$ cat config.mk
export PLATFORM = sky130hd
export DESIGN_NAME = x_req_ctrl_flat
export DESIGN_NICKNAME = d
export VERILOG_FILES = /design/src/rtl/x_req_ctrl_if.sv /design/src/rtl/x_req_ctrl.sv /design/src/flat_wrapper.sv
export SDC_FILE = /design/constraint.sdc
export NUM_CORES = 1
export LEC_CHECK = 0
export CELL_PAD_IN_SITES_DETAIL_PLACEMENT = 1
export CELL_PAD_IN_SITES_GLOBAL_PLACEMENT = 2
export CORE_ASPECT_RATIO = 1.5
export CORE_MARGIN = 2
export CORE_UTILIZATION = 37
export DETAILED_ROUTE_END_ITERATION = 16
export HOLD_SLACK_MARGIN = 0.06
export PLACE_DENSITY_LB_ADDON = 0.05
export SLEW_MARGIN = 15
export SYNTH_ARGS = -nofsm -noshare
export SYNTH_HDL_FRONTEND = slang
export SYNTH_SLANG_ARGS = --single-unit
$ cat constraint.sdc
create_clock -name clk -period 4.2 [get_ports clk]
set_input_delay 0.84 -clock clk [delete_from_list [all_inputs] [get_ports clk]]
set_output_delay 0.84 -clock clk [all_outputs]
set_load 0.05 [all_outputs]
$ cat src/rtl/x_req_ctrl_if.sv
`default_nettype none
// ============================================================================
//  Module      : x_req_ctrl_if
//  Description : Bundle of the arbiter handshake (request vector, enable,
//                grant, group release) and the downstream event stream
//                (valid/ready with lane address and group tag) used by
//                x_req_ctrl.
//  Modports    : master - the request controller (drives req/en/event data)
//                slave  - the arbiter plus downstream consumer side
//  Signals     : arb_req_o[3:0], arb_en_o, arb_gnt_i[3:0], arb_grp_rel_i,
//                ev_valid_o, ev_ready_i, ev_addr_o[1:0], ev_grp_o[GRP_W-1:0]
//  Revision    : 1.0 - initial release
// ============================================================================
interface x_req_ctrl_if #(
  parameter int GRP_W = 4
);
  logic [3:0]       arb_req_o;
  logic             arb_en_o;
  logic [3:0]       arb_gnt_i;
  logic             arb_grp_rel_i;
  logic             ev_valid_o;
  logic             ev_ready_i;
  logic [1:0]       ev_addr_o;
  logic [GRP_W-1:0] ev_grp_o;

  modport master (
    output arb_req_o, arb_en_o, ev_valid_o, ev_addr_o, ev_grp_o,
    input  arb_gnt_i, arb_grp_rel_i, ev_ready_i
  );

  modport slave (
    input  arb_req_o, arb_en_o, ev_valid_o, ev_addr_o, ev_grp_o,
    output arb_gnt_i, arb_grp_rel_i, ev_ready_i
  );
endinterface
`default_nettype wire

$ cat src/rtl/x_req_ctrl.sv
`default_nettype none
// ============================================================================
//  Module      : x_req_ctrl
//  Description : Requester-side companion to the 4-lane X round-robin
//                arbiter. Latches per-lane event pulses into a pending
//                register presented as arbiter requests, pulses the arbiter
//                enable in a two-phase ARB/GNT handshake so each grant is
//                consumed once, and queues {lane, group tag} results in a
//                first-word fall-through FIFO towards the next stage.
//  Ports       : clk, reset      - clock, asynchronous active-high reset
//                ev_i[3:0]       - per-lane single-cycle event pulses
//                bus (master)    - arbiter handshake + downstream stream
//                drop_cnt_o      - saturating count of dropped events
//                gnt_err_o       - sticky flag: zero / multi-hot grant seen
//                busy_o          - pending, handshake or FIFO activity
//  Revision    : 1.0 - initial release
// ============================================================================
module x_req_ctrl #(
  parameter int DEPTH  = 4,
  parameter int GRP_W  = 4,
  parameter int DROP_W = 8
) (
  input  wire logic              clk,
  input  wire logic              reset,
  input  wire logic [3:0]        ev_i,
  x_req_ctrl_if.master           bus,
  output logic [DROP_W-1:0]      drop_cnt_o,
  output logic                   gnt_err_o,
  output logic                   busy_o
);

  localparam int                 c_PTR_W = (DEPTH > 1) ? $clog2(DEPTH) : 1;
  localparam int                 c_CNT_W = c_PTR_W + 1;
  localparam int                 c_ENT_W = 2 + GRP_W;
  localparam logic [c_CNT_W-1:0] c_DEPTH = c_CNT_W'(DEPTH);

  typedef enum logic [1:0] {
    S_IDLE = 2'd0,
    S_ARB  = 2'd1,
    S_GNT  = 2'd2
  } state_t;

  state_t              r_state;
  logic                r_arb_en;
  logic [3:0]          r_pending;
  logic [GRP_W-1:0]    r_grp_cnt;
  logic [DROP_W-1:0]   r_drop_cnt;
  logic                r_gnt_err;

  logic [c_ENT_W-1:0]  r_mem [DEPTH];
  logic [c_PTR_W-1:0]  r_wr_ptr;
  logic [c_PTR_W-1:0]  r_rd_ptr;
  logic [c_CNT_W-1:0]  r_cnt;

  logic [3:0]          w_gnt;
  logic                w_gnt_onehot;
  logic                w_push;
  logic                w_pop;
  logic [3:0]          w_clear;
  logic [1:0]          w_lane;
  logic [3:0]          w_pend_cleared;
  logic [3:0]          w_pend_next;
  logic [3:0]          w_drop_vec;
  logic [2:0]          w_drop_n;
  logic [DROP_W:0]     w_drop_sum;
  logic [DROP_W-1:0]   w_drop_next;
  logic [c_CNT_W-1:0]  w_cnt_next;
  logic                w_valid;
  logic [c_ENT_W-1:0]  w_head;

  // --------------------------------------------------------------------------
  // Grant qualification: only a one-hot grant sampled in GNT is consumed.
  // --------------------------------------------------------------------------
  assign w_gnt        = bus.arb_gnt_i;
  assign w_gnt_onehot = (w_gnt != 4'd0) && ((w_gnt & (w_gnt - 4'd1)) == 4'd0);
  assign w_push       = (r_state == S_GNT) && w_gnt_onehot;
  assign w_clear      = w_push ? w_gnt : 4'd0;

  always_comb begin
    w_lane = 2'd0;
    case (w_gnt)
      4'b0001: w_lane = 2'd0;
      4'b0010: w_lane = 2'd1;
      4'b0100: w_lane = 2'd2;
      4'b1000: w_lane = 2'd3;
      default: w_lane = 2'd0;
    endcase
  end

  // --------------------------------------------------------------------------
  // Pending / drop bookkeeping. A new event on a lane being cleared this cycle
  // re-arms it rather than counting as a drop, hence the drop test against
  // the already-cleared vector.
  // --------------------------------------------------------------------------
  assign w_pend_cleared = r_pending & ~w_clear;
  assign w_pend_next    = w_pend_cleared | ev_i;
  assign w_drop_vec     = ev_i & w_pend_cleared;
  assign w_drop_n       = {2'b00, w_drop_vec[0]} + {2'b00, w_drop_vec[1]}
                        + {2'b00, w_drop_vec[2]} + {2'b00, w_drop_vec[3]};
  assign w_drop_sum     = {1'b0, r_drop_cnt} + (DROP_W+1)'(w_drop_n);
  assign w_drop_next    = w_drop_sum[DROP_W] ? {DROP_W{1'b1}} : w_drop_sum[DROP_W-1:0];

  always_ff @(posedge clk or posedge reset) begin
    if (reset) begin
      r_pending  <= 4'd0;
      r_drop_cnt <= '0;
    end else begin
      r_pending  <= w_pend_next;
      r_drop_cnt <= w_drop_next;
    end
  end

  // --------------------------------------------------------------------------
  // FIFO occupancy. The handshake launch conditions guarantee no overflow.
  // --------------------------------------------------------------------------
  assign w_valid    = (r_cnt != '0);
  assign w_pop      = w_valid && bus.ev_ready_i;
  assign w_cnt_next = r_cnt + c_CNT_W'(w_push) - c_CNT_W'(w_pop);

  always_ff @(posedge clk or posedge reset) begin
    if (reset) begin
      r_wr_ptr <= '0;
      r_rd_ptr <= '0;
      r_cnt    <= '0;
    end else begin
      if (w_push) r_wr_ptr <= r_wr_ptr + c_PTR_W'(1);
      if (w_pop)  r_rd_ptr <= r_rd_ptr + c_PTR_W'(1);
      r_cnt <= w_cnt_next;
    end
  end

  // Storage needs no reset: contents are only exposed while the entry count
  // says they were written.
  always_ff @(posedge clk) begin
    if (w_push) r_mem[r_wr_ptr] <= {w_lane, r_grp_cnt};
  end

  // --------------------------------------------------------------------------
  // Handshake FSM: IDLE -> ARB (enable pulse) -> GNT (consume grant).
  // The group counter advances during ARB so the GNT push already carries
  // the tag of the new round.
  // --------------------------------------------------------------------------
  always_ff @(posedge clk or posedge reset) begin
    if (reset) begin
      r_state   <= S_IDLE;
      r_arb_en  <= 1'b0;
      r_grp_cnt <= '0;
      r_gnt_err <= 1'b0;
    end else begin
      r_arb_en <= 1'b0;
      case (r_state)
        S_IDLE: begin
          if ((r_pending != 4'd0) && (r_cnt < c_DEPTH)) begin
            r_state  <= S_ARB;
            r_arb_en <= 1'b1;
          end
        end
        S_ARB: begin
          if (bus.arb_grp_rel_i) r_grp_cnt <= r_grp_cnt + GRP_W'(1);
          r_state <= S_GNT;
        end
        S_GNT: begin
          if (!w_gnt_onehot) r_gnt_err <= 1'b1;
          // Back-to-back launch only on requests that existed before this
          // cycle; freshly arriving events are picked up via IDLE.
          if ((w_pend_cleared != 4'd0) && (w_cnt_next < c_DEPTH)) begin
            r_state  <= S_ARB;
            r_arb_en <= 1'b1;
          end else begin
            r_state <= S_IDLE;
          end
        end
        default: begin
          r_state <= S_IDLE;
        end
      endcase
    end
  end

  // --------------------------------------------------------------------------
  // Outputs. Head fields are forced to zero while the FIFO is empty.
  // --------------------------------------------------------------------------
  assign w_head         = r_mem[r_rd_ptr];
  assign bus.arb_req_o  = r_pending;
  assign bus.arb_en_o   = r_arb_en;
  assign bus.ev_valid_o = w_valid;
  assign bus.ev_addr_o  = w_valid ? w_head[c_ENT_W-1 -: 2] : 2'd0;
  assign bus.ev_grp_o   = w_valid ? w_head[GRP_W-1:0] : '0;
  assign drop_cnt_o     = r_drop_cnt;
  assign gnt_err_o      = r_gnt_err;
  assign busy_o         = (r_pending != 4'd0) || (r_state != S_IDLE) || w_valid;

endmodule
`default_nettype wire

$ cat src/flat_wrapper.sv
// flat-port wrapper written by rule: the top's interface ports become plain ports
module x_req_ctrl_flat 
#(
  parameter int DEPTH  = 4,
  parameter int GRP_W  = 4,
  parameter int DROP_W = 8
)
  (clk, reset, ev_i, drop_cnt_o, gnt_err_o, busy_o, bus_arb_req_o, bus_arb_en_o, bus_ev_valid_o, bus_ev_addr_o, bus_ev_grp_o, bus_arb_gnt_i, bus_arb_grp_rel_i, bus_ev_ready_i);
  x_req_ctrl_if #(.GRP_W(GRP_W)) bus_i ();
  input  wire logic clk;
  input  wire logic reset;
  input  wire logic [3:0] ev_i;
  output logic [DROP_W-1:0] drop_cnt_o;
  output logic gnt_err_o;
  output logic busy_o;
  output wire logic [$bits(bus_i.arb_req_o)-1:0] bus_arb_req_o;
  output wire logic [$bits(bus_i.arb_en_o)-1:0] bus_arb_en_o;
  output wire logic [$bits(bus_i.ev_valid_o)-1:0] bus_ev_valid_o;
  output wire logic [$bits(bus_i.ev_addr_o)-1:0] bus_ev_addr_o;
  output wire logic [$bits(bus_i.ev_grp_o)-1:0] bus_ev_grp_o;
  input wire logic [$bits(bus_i.arb_gnt_i)-1:0] bus_arb_gnt_i;
  input wire logic [$bits(bus_i.arb_grp_rel_i)-1:0] bus_arb_grp_rel_i;
  input wire logic [$bits(bus_i.ev_ready_i)-1:0] bus_ev_ready_i;
  assign bus_arb_req_o = bus_i.arb_req_o;
  assign bus_arb_en_o = bus_i.arb_en_o;
  assign bus_ev_valid_o = bus_i.ev_valid_o;
  assign bus_ev_addr_o = bus_i.ev_addr_o;
  assign bus_ev_grp_o = bus_i.ev_grp_o;
  assign bus_i.arb_gnt_i = bus_arb_gnt_i;
  assign bus_i.arb_grp_rel_i = bus_arb_grp_rel_i;
  assign bus_i.ev_ready_i = bus_ev_ready_i;
  x_req_ctrl #(.DEPTH(DEPTH), .GRP_W(GRP_W), .DROP_W(DROP_W)) u_core (.clk(clk), .reset(reset), .ev_i(ev_i), .bus(bus_i), .drop_cnt_o(drop_cnt_o), .gnt_err_o(gnt_err_o), .busy_o(busy_o));
endmodule
; ---- Yosys cells after proc, flatten, opt, wreduce, memory -nomap -nowiden
; Memories as Yosys holds them, arrays and structs flattened.
; Cells that the tools add are included.
[op_classes]
add_sub_neg = 10
order_cmp = 2
eq_ne = 6
muxes = 13
bitwise_logic = 6
reduce_logical = 16
[ops]
columns = op, n
row1 = $and 4x4->4, 3
row2 = $pmux 2 s3, 2
row3 = $reduce_bool 4->1, 3
row4 = $add 3x1->3, 3
row5 = $add 8x3->9, 1
row6 = $mux 4, 2
row7 = $mux 8, 1
row8 = $lt 3x3->1 const B, 2
row9 = $logic_and 1x1->1, 5
row10 = $mux 1, 5
row11 = $add 2x1->2 const B, 2
row12 = $add 4x1->4 const B, 1
row13 = $eq 4x2->1 const B, 1
row14 = $eq 4x3->1 const B, 1
row15 = $eq 4x4->1 const B, 1
row16 = $logic_not 4->1, 1
row17 = $mux 2, 2
row18 = $not 4->4, 1
row19 = $or 4x4->4, 1
row20 = $reduce_and 2->1, 2
row21 = $sub 4x1->4 const B, 1
row22 = $reduce_bool 3->1, 1
row23 = $sub 3x1->3, 1
row24 = $add 1x1->2, 1
row25 = other kinds (8), 9
[word_totals]
reg_bits = 27
ram_bits = 24
input_bits = 12
out_inout_bits = 22
memories = 1
[memory_table]
columns = name, words, word_bits, read_ports, rd_clocked_by_memory_dff, write_ports, line
row1 = u_core.r_mem, 4, 6, 1, 0, 1, x_req_ctrl.sv:50  ; logic [c_ENT_W-1:0] r_mem [DEPTH];

; ---- Logic depth before layout (Yosys ltp)
; Gate-level depths: netlist of the first run.
[depth]
ltp_word = 14
depth_mapped = 13
depth_no_buf = 12

; ---- Worst setup path after synthesis of the first run
; OpenSTA, ideal clock, no wires.
[synth_path]
path_type = input -> register
from = input port bus_arb_gnt_i[3]
to = register u_core.r_drop_cnt[2], in the netlist u_core.drop_cnt_o[2]
arrival_time_ns = 3.558
setup_slack_ns = 0.559
path_stages = 12
n_path_buf = 1
cell_sequence = buf_2 -> o41ai_2 -> nor2_1 -> ha_1 -> fa_1 -> ha_1 -> inv_1 -> fa_1 -> nor2b_1 -> o2111a_1 -> nand3_1 -> o21ai_0
[synth_between]
elab_chain_cells = 14
word_cells_on_any_way = 15
cone_classes = add/sub: 5 / mux: 2 / bitwise: 4 / reduce/logical: 4
[synth_lines]
columns = item, line
row1 = start: declaration, flat_wrapper.sv:21  ; input wire logic [$bits(bus_i.arb_gnt_i)-1:0] bus_arb_gnt_i;
row2 = $sub 4x1->4, x_req_ctrl.sv:75  ; assign w_gnt_onehot = (w_gnt != 4'd0) && ((w_gnt & (w_gnt - 4'd1)) == 4'd0);
row3 = $and 4x4->4, x_req_ctrl.sv:75
row4 = $logic_not 4->1, x_req_ctrl.sv:75
row5 = $logic_and 1x1->1, x_req_ctrl.sv:75
row6 = $logic_and 1x1->1, x_req_ctrl.sv:76  ; assign w_push = (r_state == S_GNT) && w_gnt_onehot;
row7 = $mux 4 (*), x_req_ctrl.sv:77  ; assign w_clear = w_push ? w_gnt : 4'd0;
row8 = $not 4->4 (*), x_req_ctrl.sv:95  ; assign w_pend_cleared = r_pending & ~w_clear;
row9 = $and 4x4->4 (*), x_req_ctrl.sv:95
row10 = $and 4x4->4 (*), x_req_ctrl.sv:97  ; assign w_drop_vec = ev_i & w_pend_cleared;
row11 = $add 1x1->2, x_req_ctrl.sv:98  ; assign w_drop_n = {2'b00, w_drop_vec[0]} + {2'b00, w_drop_vec[1]}
row12 = $add 3x1->3, x_req_ctrl.sv:99  ; + {2'b00, w_drop_vec[2]} + {2'b00, w_drop_vec[3]};
row13 = $add 3x1->3 (*), x_req_ctrl.sv:99
row14 = $add 8x3->9 (*), x_req_ctrl.sv:100  ; assign w_drop_sum = {1'b0, r_drop_cnt} + (DROP_W+1)'(w_drop_n);
row15 = $mux 8 (*), x_req_ctrl.sv:101  ; assign w_drop_next = w_drop_sum[DROP_W] ? {DROP_W{1'b1}} : w_drop_sum[DROP_W-1:0];
row16 = net u_core.w_drop_next[2], x_req_ctrl.sv:66  ; logic [DROP_W-1:0] w_drop_next;
row17 = end signal: assignment, x_req_ctrl.sv:109  ; r_drop_cnt <= w_drop_next;
row18 = end: declaration, x_req_ctrl.sv:47  ; logic [DROP_W-1:0] r_drop_cnt;
; Mark *: on every way through the listed nets, which the timed path passes. The rest lies on a longest branch.
; A chain may end at the register's enable or synchronous reset.

; ---- Worst setup path in the final report of the first run
[layout_path]
from = input port bus_arb_gnt_i[2]
to = register u_core.r_drop_cnt[2], in the netlist u_core.drop_cnt_o[2]
; Same word-level chain as after synthesis.

==> results.json, run 1 <==
{
  "outcome": "completed",
  "ys_seq_elements": 51,
  "cp_slowest_stage_delay_ns": 0.47,
  "end_kind": "flip-flop",
  "io_buffers": 33,
  "wl_per_cell_um": 16.5,
  "arrival_ns": 4.13,
  "cp.required_ns": 4.42,
  "grt_max_degree": 28,
  "synth_edf_count": 24,
  "antenna_left": 0,
  "antenna_found_initial": 0,
  "finalNonFillerCells": 301,
  "wirelength_um": 4970,
  "holdCritPathClass": "reg -> reg",
  "hold_depth": 1,
  "holdPathEnd": "u_core.gnt_err_o$_DFFE_PP0P_",
  "cp_max_fo": 6,
  "die_area_mm2": 0.00722,
  "routed_via_density": 4.96,
  "synth-seq-area-share": 0.577,
  "cellLeakagePower_nw": 1.22,
  "cts_tree": "built",
  "netlist.area_leader.share": 0.298,
  "grt_pass1_wl_um": 8170,
  "reg2reg_slack_ns": 0.78,
  "dpl.hpwl_um": 3910,
  "hold_viol_final": 0,
  "die_w_um": 70.0,
  "finalCriticalPeriod_ns": 3.91,
  "ctsHoldBuffers": 0,
  "vias": 1494,
  "synth.most_common_cell": "dfrtp_1",
  "cts_sinks": 51,
  "postLayoutCoreUtil": 0.473,
  "first_pass_iters": 4,
  "ir_drop_mv": 0.351,
  "root_buffer": "clkbuf_8",
  "worst_pin_slew_ns": 1.03,
  "clk_path_buf_depth": 2,
  "initial_utilization": 0.378,
  "place_congestion": 0.723,
  "synthCells": 177,
  "grt_pass1_vias": 1688,
  "ff2ff_path_depth": 12,
  "synth_top_area_cell": "edfxtp_1",
  "ys_async_sr_fraction": 0.529,
  "p_per_area_mw_per_mm2": 721,
  "final-max-slew-violation-count": 0,
  "maxCapViolCount": 0,
  "multiInputGateArea_um2": 955,
  "cts_setup_buffers": 0,
  "crit_family": "adder cells",
  "fin_ws_ns": 0.287,
  "place_inst": 293,
  "yosys_warnings": 0,
  "syn-cell-area_mm2": 0.00242,
  "fin_crit_sh": 0.932,
  "seq_area_mm2": 0.00140,
  "fp-row-count": 36,
  "pwr-share-comb": 0.465,
  "r2r-end": "u_core.drop_cnt_o[2]$_DFF_PP0_",
  "fillers": 682,
  "antenna-diode-count": 0,
  "die_y_um": 103,
  "hold-worst-slack_ns": 0.476,
  "cell_internal_pwr_mw": 1.27,
  "synth_ff_type": "dfrtp_1",
  "worst-path-buf-inv": 2,
  "finClkSkew_ns": 0.00548,
  "p_clk_frac": 0.154,
  "synthTopCellsByCount": "dfrtp_1 (27), edfxtp_1 (24), inv_1 (14)",
  "core_mm2": 0.00640,
  "clkLatencyLatePin_ns": 0.30,
  "cts.repair.resized": 0,
  "path_class": "in -> reg",
  "cpMaxStageDelayCell": "clkdlybuf4s50_1",
  "rr_startpoint": "u_core.r_state[0]$_DFFE_PP0P_",
  "drive_gt1_frac": 0.160,
  "synth.area.top_cells": "edfxtp_1 (30%), dfrtp_1 (28%), ha_1 (6.2%)",
  "num_io_pins": 34,
  "post-place-ws_ns": -0.135,
  "synthToLayoutAreaGrowth_pct": 25.0,
  "rsz0062_at_grt": "no",
  "setup_viol": 0,
  "cts_max_level": 2,
  "min_from": "u_core.gnt_err_o$_DFFE_PP0P_",
  "syn_nets": 204,
  "drc": 0,
  "cts-buffers-inserted": 5,
  "slew_headroom": 0.309,
  "synth.avg_cell_area_um2": 13.7,
  "cp-start-kind": "input pin",
  "first_iter_violations": 23,
  "p_sw_frac": 0.416,
  "switchingPower_mw": 0.907,
  "final_nets": 251,
  "worstPathCellList": "clkdlybuf4s50_1 -> or2_4 -> o31ai_2 -> nor2_1 -> ha_1 -> fa_1 -> ha_1 -> inv_1 -> fa_1 -> nor2b_2 -> o2111a_1 -> nand3_1 -> o21ai_0",
  "fmax_mhz": 256,
  "synth.distinct_cells": 36,
  "grt.total_usage": 0.150,
  "overflow": 0,
  "worst-path-stages": 13,
  "clk_pin_slew_worst_paths_ns": 0.09,
  "seq_power_share": 0.381
}
## power groups by stage
stage | Clock [mW] | Combinational [mW] | Sequential, mW
finish | 0.336 | 1.01 | 0.831
global route | 0.365 | 1.11 | 0.857
CTS | 0.352 | 1.03 | 0.837
detailed placement | 0 | 1.03 | 0.846
global placement | 0 | 0.994 | 0.832
floorplan | 0 | 0.598 | 0.928
## per-stage QoR
stage / setup TNS (ns) / power [mW] / cell area, um2
after floorplan: 0 / 1.53 / 2420
after global placement: 0 / 1.83 / 2910
after detailed placement: -0.602 / 1.87 / 2910
after CTS: 0 / 2.22 / 3020
after global routing: 0 / 2.33 / 3020
final: 0 / 2.18 / 3020
## placed cells by master, fill, tap and decap left out, types with 2 or more instances in the layout
master and n:
clkdlybuf4s50_1 33, dfrtp_1 27, edfxtp_1 24, inv_1 13, and2_1 12, ha_1 12
buf_4 11, nand2_1 10, xnor2_1 8, nor2_1 6, mux4_2 6, nand2b_1 5
clkbuf_8 5, nor2b_1 4, o21ai_0 4, a21o_1 4, xor2_1 4, nand4_1 3
a21oi_1 3, nor4_1 3, fa_1 3, or3_1 2, o41ai_2 2, o31ai_2 2
nand3_1 2
## worst max path at each step
stage / startpoint / end / slack, ns
4_1_cts: bus_arb_gnt_i[2] / u_core.drop_cnt_o[2]$_DFF_PP0_ / 0.18
2_1_floorplan: bus_arb_gnt_i[3] / u_core.drop_cnt_o[2]$_DFF_PP0_ / 0.56
5_1_grt: bus_arb_gnt_i[2] / u_core.drop_cnt_o[2]$_DFF_PP0_ / 0.05
3_5_place_dp: bus_arb_gnt_i[2] / u_core.drop_cnt_o[2]$_DFF_PP0_ / -0.13
3_3_place_gp: bus_arb_gnt_i[2] / u_core.drop_cnt_o[2]$_DFF_PP0_ / 0.004
6_report: bus_arb_gnt_i[2] / u_core.drop_cnt_o[2]$_DFF_PP0_ / 0.29
## worst reg2reg max path, stage by stage, from the launching register on
cell and delay [ns]:
dfrtp_1 0.42, nand2b_2 0.25, o41ai_2 0.34, nor2_1 0.11, ha_1 0.32, fa_1 0.40, ha_1 0.30, inv_1 0.06
fa_1 0.41, nor2b_2 0.20, o2111a_1 0.21, nand3_1 0.19, o21ai_0 0.13
## flip-flops by register name, indices dropped and copies added (netlist names)
signal	flops
u_core.drop_cnt_o	8
u_core.bus.arb_req_o	4
u_core.r_mem	24
u_core.r_grp_cnt	4
u_core.r_state	2
u_core.r_cnt	3
u_core.gnt_err_o	1
u_core.r_rd_ptr	2
u_core.bus.arb_en_o	1
u_core.r_wr_ptr	2
## routing by layer
layer,part of all wire,GRT usage,vias to the layer above
met5,0,0,-
met4,0.017,0.0562,0
met3,0.033,0.0313,6
met2,0.57,0.295,25
met1,0.38,0.155,750
li1,-,-,713
## cells by family after synthesis
group           synth area share
compound gates            0.0708
buf+inv                   0.0295
flops                      0.577
mux                       0.0708
xor+xnor                  0.0434
simple gates               0.122
fa+ha+maj                 0.0869
## area by class of cell
| class | instances | area share |
|---|---|---|
| Clock buffer | 5 | 0.0228 |
| Clock inverter | 3 | 0.0145 |
| Inverter | 14 | 0.0174 |
| Multi-Input combinational cell | 108 | 0.316 |
| Sequential cell | 51 | 0.462 |
| Tap cell | 76 | 0.0314 |
| Timing Repair Buffer | 44 | 0.137 |
Power figures use the tool's default switching activity.
==> run 2: changes to the inputs <==
CTS_CLUSTER_DIAMETER = 120   (was default)
==> results of run 2 <==
Final layout, timing and power as in run 1 (identical DEF).
==> run 3: changes to the inputs <==
CORE_UTILIZATION = 43   (was 37)
DONT_BUFFER_PORTS = 1   (was default)
==> results.json, run 3 (synthesis gave the netlist of run 1 again) <==
{
  "synthToLayoutAreaGrowth_pct": 6.36,
  "end_kind": "flip-flop",
  "cts_setup_buffers": 0,
  "antenna_found_initial": 0,
  "final_nets": 207,
  "cts_max_level": 2,
  "initial_utilization": 0.444,
  "p_per_area_mw_per_mm2": 741,
  "final-max-slew-violation-count": 0,
  "hold_viol_final": 0,
  "place_congestion": 0.753,
  "root_buffer": "clkbuf_8",
  "grt-busiest-layer": "met2",
  "cts-buffers-inserted": 5,
  "outcome": "completed",
  "die_area_mm2": 0.00626,
  "cp-start-kind": "flip-flop",
  "grt_pass1_wl_um": 7420,
  "finClkSkew_ns": 0.00600,
  "finalCriticalPeriod_ns": 3.54,
  "fillers": 588,
  "grt.total_usage": 0.160,
  "setup_tns_ns": 0,
  "wirelength_um": 4380,
  "ir_drop_mv": 0.358,
  "clkLatencyLatePin_ns": 0.30,
  "antenna-diode-count": 0,
  "drc": 0,
  "worst_pin_slew_ns": 0.985,
  "holdCritPathClass": "in -> async",
  "finalInstanceArea_mm2": 0.00257,
  "setup_viol": 0,
  "drive_gt1_frac": 0.127,
  "placed_area_mm2": 0.00249,
  "die_y_um": 95.9,
  "first_pass_iters": 4,
  "cts_tree": "built",
  "maxCapViolCount": 0,
  "overflow": 0,
  "clk_pin_slew_worst_paths_ns": 0.09,
  "vias": 1342,
  "use_met3": 0.0339,
  "fin_crit_sh": 0.843,
  "routed_via_density": 5.35,
  "grtUsageMet1": 0.181,
  "cp.required_ns": 4.43,
  "cts_sinks": 51,
  "antenna_left": 0,
  "largest_reg_flops": 24,
  "path_class": "reg -> reg",
  "core_mm2": 0.00545,
  "clk_path_buf_depth": 2,
  "wl_per_cell_um": 17.4,
  "fmax_mhz": 282,
  "num_io_pins": 34,
  "slew_headroom": 0.339,
  "ff2ff_path_depth": 12,
  "cellLeakagePower_nw": 1.02,
  "grt_use_met2": 0.287,
  "top_register": "u_core.r_mem",
  "arrival_ns": 3.77,
  "fp-row-count": 33,
  "grt_max_degree": 28,
  "ctsHoldBuffers": 0,
  "cts.repair.resized": 0,
  "layout_common_cells": "dfrtp_1 (27), edfxtp_1 (24), inv_1 (13)",
  "io_buffers": 0,
  "first_iter_violations": 27,
  "dpl.hpwl_um": 3400,
  "grt_pass1_vias": 1494,
  "rsz0062_at_grt": "no",
  "mostFrequentLayoutCell": "dfrtp_1",
  "die_w_um": 65.3,
  "cp_max_fo": 6
}
-- run 3: metrics by stage --
stage          setup slack (ns)  hold WS [ns]  utilization  total power, mW  cells
2_1_floorplan             0.559         0.481            -             1.53    177
3_3_place_gp              0.384         0.519        0.457             1.63    243
3_5_place_dp              0.312         0.543        0.457             1.67    243
4_1_cts                   0.605         0.562        0.472             1.94    251
5_1_grt                   0.351         0.575        0.472             2.05    251
6_report                  0.657         0.527        0.472             1.91    251
-- run 3: layer usage --
metal,vias up,part of all wire
met5,-,0
met1,684,0.39
met4,0,0.029
li1,626,-
met3,8,0.031
met2,24,0.55
-- run 3: cell type report --
class | instances | area (um2) | area share
sequential | 51 | 1400 | 0.543
multi-input combinational | 108 | 952 | 0.370
tap | 70 | 87.6 | 0.0340
clock buffer | 6 | 72.6 | 0.0282
inverter | 14 | 52.6 | 0.0204
clock inverter | 2 | 12.5 | 0.00486
-- run 3: critical path, stage by stage (launching register included) --
cell and delay, ns:
dfrtp_1 0.43, nand2b_2 0.26, o41ai_2 0.39, nor2_1 0.08
ha_1 0.32, fa_1 0.39, ha_1 0.30, inv_1 0.06
fa_1 0.40, nor2b_1 0.23, o2111a_1 0.25, nand3_1 0.20
nand2_1 0.17
-- run 3: worst paths after layout --
| path | startpoint | to | slack [ns] |
|---|---|---|---|
| worst max-delay path | u_core.r_state[0]$_DFFE_PP0P_ | u_core.drop_cnt_o[1]$_DFF_PP0_ | 0.66 |
| worst min-delay path | reset | u_core.drop_cnt_o[5]$_DFF_PP0_ | 0.53 |
| worst max register to register | u_core.r_state[0]$_DFFE_PP0P_ | u_core.drop_cnt_o[1]$_DFF_PP0_ | 0.66 |
| worst min register to register | u_core.r_cnt[2]$_DFF_PP0_ | u_core.r_cnt[2]$_DFF_PP0_ | 0.56 |
| max in group asynchronous | reset | u_core.bus.arb_req_o[2]$_DFF_PP0_ | 3.22 |
| min in group clk | u_core.r_cnt[2]$_DFF_PP0_ | u_core.r_cnt[2]$_DFF_PP0_ | 0.56 |
-- run 3: power by group --
part	internal [mW]	switching [mW]	total, mW
sequential	0.669	0.318	0.987
combinational	0.256	0.388	0.644
clock	0.117	0.158	0.275
total	1.04	0.864	1.91
==> variant 1, RTL diff (config.mk and constraints of run 1) <==
Reset style: synchronous (`reset`), changed in 3 clocked blocks. Comments in the files are not updated.
--- a/src/rtl/x_req_ctrl.sv
+++ b/src/rtl/x_req_ctrl.sv
@@ -102,3 +102,3 @@
 
-  always_ff @(posedge clk or posedge reset) begin
+  always_ff @(posedge clk) begin
     if (reset) begin
@@ -119,3 +119,3 @@
 
-  always_ff @(posedge clk or posedge reset) begin
+  always_ff @(posedge clk) begin
     if (reset) begin
@@ -142,3 +142,3 @@
   // --------------------------------------------------------------------------
-  always_ff @(posedge clk or posedge reset) begin
+  always_ff @(posedge clk) begin
     if (reset) begin
Behaviour: differs if reset is asserted again (counterexample within 4 cycles, from zero or initial values and one cycle with reset high); with reset held inactive, the same outputs for 10 cycles.
==> variant 1 against run 1 <==
Worst hold slack lost 0.017 ns; sequential cell count is 2 higher; synthesized cell count grew 16%; cell area down 2.4%; routed wire length fell by 3.0%; global-route usage decreased by 0.42 points; power decreased by 34%; area after synthesis increased by 0.26%; final cell count rose by 6.6%; setup slack better by 0.084 ns; sequential power shrank 23%; clock skew up 0.0029 ns; critical path type unchanged; largest power group is now sequential cells.
==> variant 1: results (changes against run 1) <==
Pwr
  – Clock-net power: 287 uW (-15%)
  – P_comb: 525 uW (-48%)
  – Power per cell area: 491 nW/um^2 (-32%)

Global route
  – Pin count of the biggest net entering global routing: 29 (+3.6%)
  – Vias in the first global route: 1704 (+0.95%)
  – First-pass GRT wire length: 8070 um (-1.2%)

Yosys
  – Netlist cell types: 39 (+8.3%)
  – Post-synthesis mux area share: 6.40% (-0.69 points)
  – Synth Area in Adders: 8.66% (-0.022 points)
  – Main area contributors after synthesis: edfxtp_1, dfxtp_1, ha_1
  – Synth top cells by count: dfxtp_1, nor2_1, edfxtp_1
  – Synth Area in XOR/XNOR: 5.05% (+0.71 points)

Place
  – Placed instance area: 2860 um^2 (-1.6%)
  – Placer congestion estimate: 0.757 (+4.7%)
  – Placed instance count: 313 (+6.8%)
  – Setup WS pre-CTS: 0.00890 ns (+0.144 ns)

STA
  – Clk_skew: 0.00841 ns (+0.00293 ns)

Critical path
  – Slowest stage delay, CP: 0.63 ns (+0.16 ns)

Run status
  – Status: finished, final reports clean

Routing
  – Vias/cell: 4.92 (-0.90%)
  – WL per Instance: 15.0 um (-9.0%)
  – DR pass1 iterations: 3 (-1)
  – Metal2 WL: 2850 um (about the same)
  – Wire length on met1: 1750 um (-7.0%)
  – DRT iter0 DRCs: 53 (+130%)

Final layout
  – Nets: 271 (+8.0%)
-- variant 1: final timing paths --
path	slack [ns]	cells after the start	startpoint	endpoint
worst min register to register	0.46	2	u_core.gnt_err_o$_SDFFE_PP0P_	u_core.gnt_err_o$_SDFFE_PP0P_
worst max register to register	0.90	14	u_core.r_state[1]$_SDFFE_PP0P_	u_core.drop_cnt_o[5]$_SDFF_PP0_
worst max-delay path	0.37	14	bus_arb_gnt_i[3]	u_core.drop_cnt_o[5]$_SDFF_PP0_
worst min-delay path	0.46	2	u_core.gnt_err_o$_SDFFE_PP0P_	u_core.gnt_err_o$_SDFFE_PP0P_
-- variant 1: layout make-up --
cell class,count,area (um^2)
Clock buffer,5,68.8
Clock inverter,3,21.3
Fill cell,704,3490
Inverter,17,63.8
Multi-Input combinational cell,126,1010
Sequential cell,53,1300
Tap cell,76,95.1
Timing Repair Buffer,41,390
==> variant 2, RTL diff (settings of run 1) <==
Made on the original files. `GRP_W` is set to 4 in 3 places; all go to 6.
--- a/src/rtl/x_req_ctrl_if.sv
+++ b/src/rtl/x_req_ctrl_if.sv
@@ -14,3 +14,3 @@
 interface x_req_ctrl_if #(
-  parameter int GRP_W = 4
+  parameter int GRP_W = 6
 );
--- a/src/rtl/x_req_ctrl.sv
+++ b/src/rtl/x_req_ctrl.sv
@@ -19,3 +19,3 @@
   parameter int DEPTH  = 4,
-  parameter int GRP_W  = 4,
+  parameter int GRP_W  = 6,
   parameter int DROP_W = 8
--- a/src/flat_wrapper.sv
+++ b/src/flat_wrapper.sv
@@ -4,3 +4,3 @@
   parameter int DEPTH  = 4,
-  parameter int GRP_W  = 4,
+  parameter int GRP_W  = 6,
   parameter int DROP_W = 8
Interface: changed (resized bus_ev_grp_o); port bits go from 34 to 36. No check against the original RTL was run, so the function may have changed too.
==> variant 2 against run 1 <==
Setup slack worse by 0.073 ns; final cell count rose by 21%; core utilization up 1.9 points; clock power up 58%; critical path depth grew 1; cell area is 18% higher; area after synthesis is 16% higher; maximum frequency down 1.8%; routed wire length up 13%; sequential cell count increased by 10; power is 19% higher.
==> variant 2: results (changes against run 1) <==
Run status
  – Status: finished, final reports clean

Final layout
  – Fin cells: 363 (+21%)
  – Util after Layout: 49.2% (+1.9 points)
  – Fraction of area in multi-input gates: 28.8% (-2.8 points)
  – Sequential cell count: 61 (+20%)
  – Final clock-cell share: 5.66% (+1.9 points)
  – Reg area: 1690 um^2 (+21%)
  – Nets: 285 (+14%)
  – Multi-input logic cell count: 119 (+10%)

Place
  – Placed instance area: 3370 um^2 (+16%)
  – PortBufs: 35 (+6.1%)
  – Placer congestion estimate: 0.747 (+3.3%)
  – Dpl hpwl: 4250 um (+8.8%)

Yosys
  – Main area contributors after synthesis: edfxtp_1, dfrtp_1, mux4_2
  – Post-synth EDFFs: 32 (+33%)
  – Post-synth ARST share: 47.5% (-5.4 points)
  – Compound-gate portion of the synthesized area: 5.45% (-1.6 points)
  – Netlist cell types: 37 (+2.8%)
  – Synth Net Count: 228 (+12%)
  – Synth top cells by count: edfxtp_1, dfrtp_1, inv_1
  – Post-synthesis cell area: 2800 um^2 (+16%)

Global route
  – Pin count of the biggest net entering global routing: 30 (+7.1%)
  – GR Util met3: 5.02% (+1.9 points)
  – Vias in the first global route: 1957 (+16%)
  – M1 GR Usage: 17.7% (+2.2 points)
  – GRT Util Overall: 15.7% (+0.66 points)

Clock tree
  – CTS Buf Count: 9 (+4)
  – Clock Latency Late Sink: 0.34 ns (+0.04 ns)

Routing
  – WL per Instance: 15.5 um (-6.4%)
  – DRT iter0 DRCs: 79 (+240%)
  – Wire length on met1: 2180 um (+16%)
  – Metal2 WL: 3130 um (+9.8%)

Critical path
  – Crit-path slowest cell: or4b_4
  – Worst EP arrival: 4.25 ns (+0.12 ns)
  – CP Max Fanout: 4 (-2)
  – Worst Setup SP: bus_arb_gnt_i[0]
  – Worst Reg2Reg Path Length in Cells: 14 (+2)

Pwr
  – Cell-internal power: 1560 uW (+22%)

STA
  – Worst setup slack after layout: 0.214 ns (-0.0730 ns)
  – Clk_skew: 0.00652 ns (+0.00104 ns)
==> variant 2: worst max-delay path: cells and delay by family <==
kind | cells | cell delay, ns
adder cells (fa/ha/maj) | 4 | 1.38
buffers and inverters | 3 | 0.67
AND/OR/NAND/NOR | 4 | 0.84
AO/OA/AOI/OAI | 3 | 0.53
==> variant 2: power groups by stage <==
stage	Clock (uW)	Combinational, uW	Sequential [uW]
after floorplan	0	672	1040
after global placement	0	1090	956
after detailed placement	0	1130	962
after CTS	550	1130	955
after global routing	575	1200	983
final	530	1110	951
==> variant 2: per-stage QoR <==
stage / hold slack, ns / total power, uW
floorplan: 0.481 / 1710
global placement: 0.469 / 2050
detailed placement: 0.474 / 2090
CTS: 0.485 / 2630
global route: 0.512 / 2760
finish: 0.477 / 2590
==> variant 2: cells by family after synthesis <==
| logic type | Yosys count |
|---|---|
| buffers and inverters | 21 |
| adders and majority gates | 15 |
| DFF | 61 |
| and+or+nand+nor | 61 |
| xor gates and xnor gates | 15 |
| AOI/OAI and AO/OA | 19 |
| muxes | 9 |
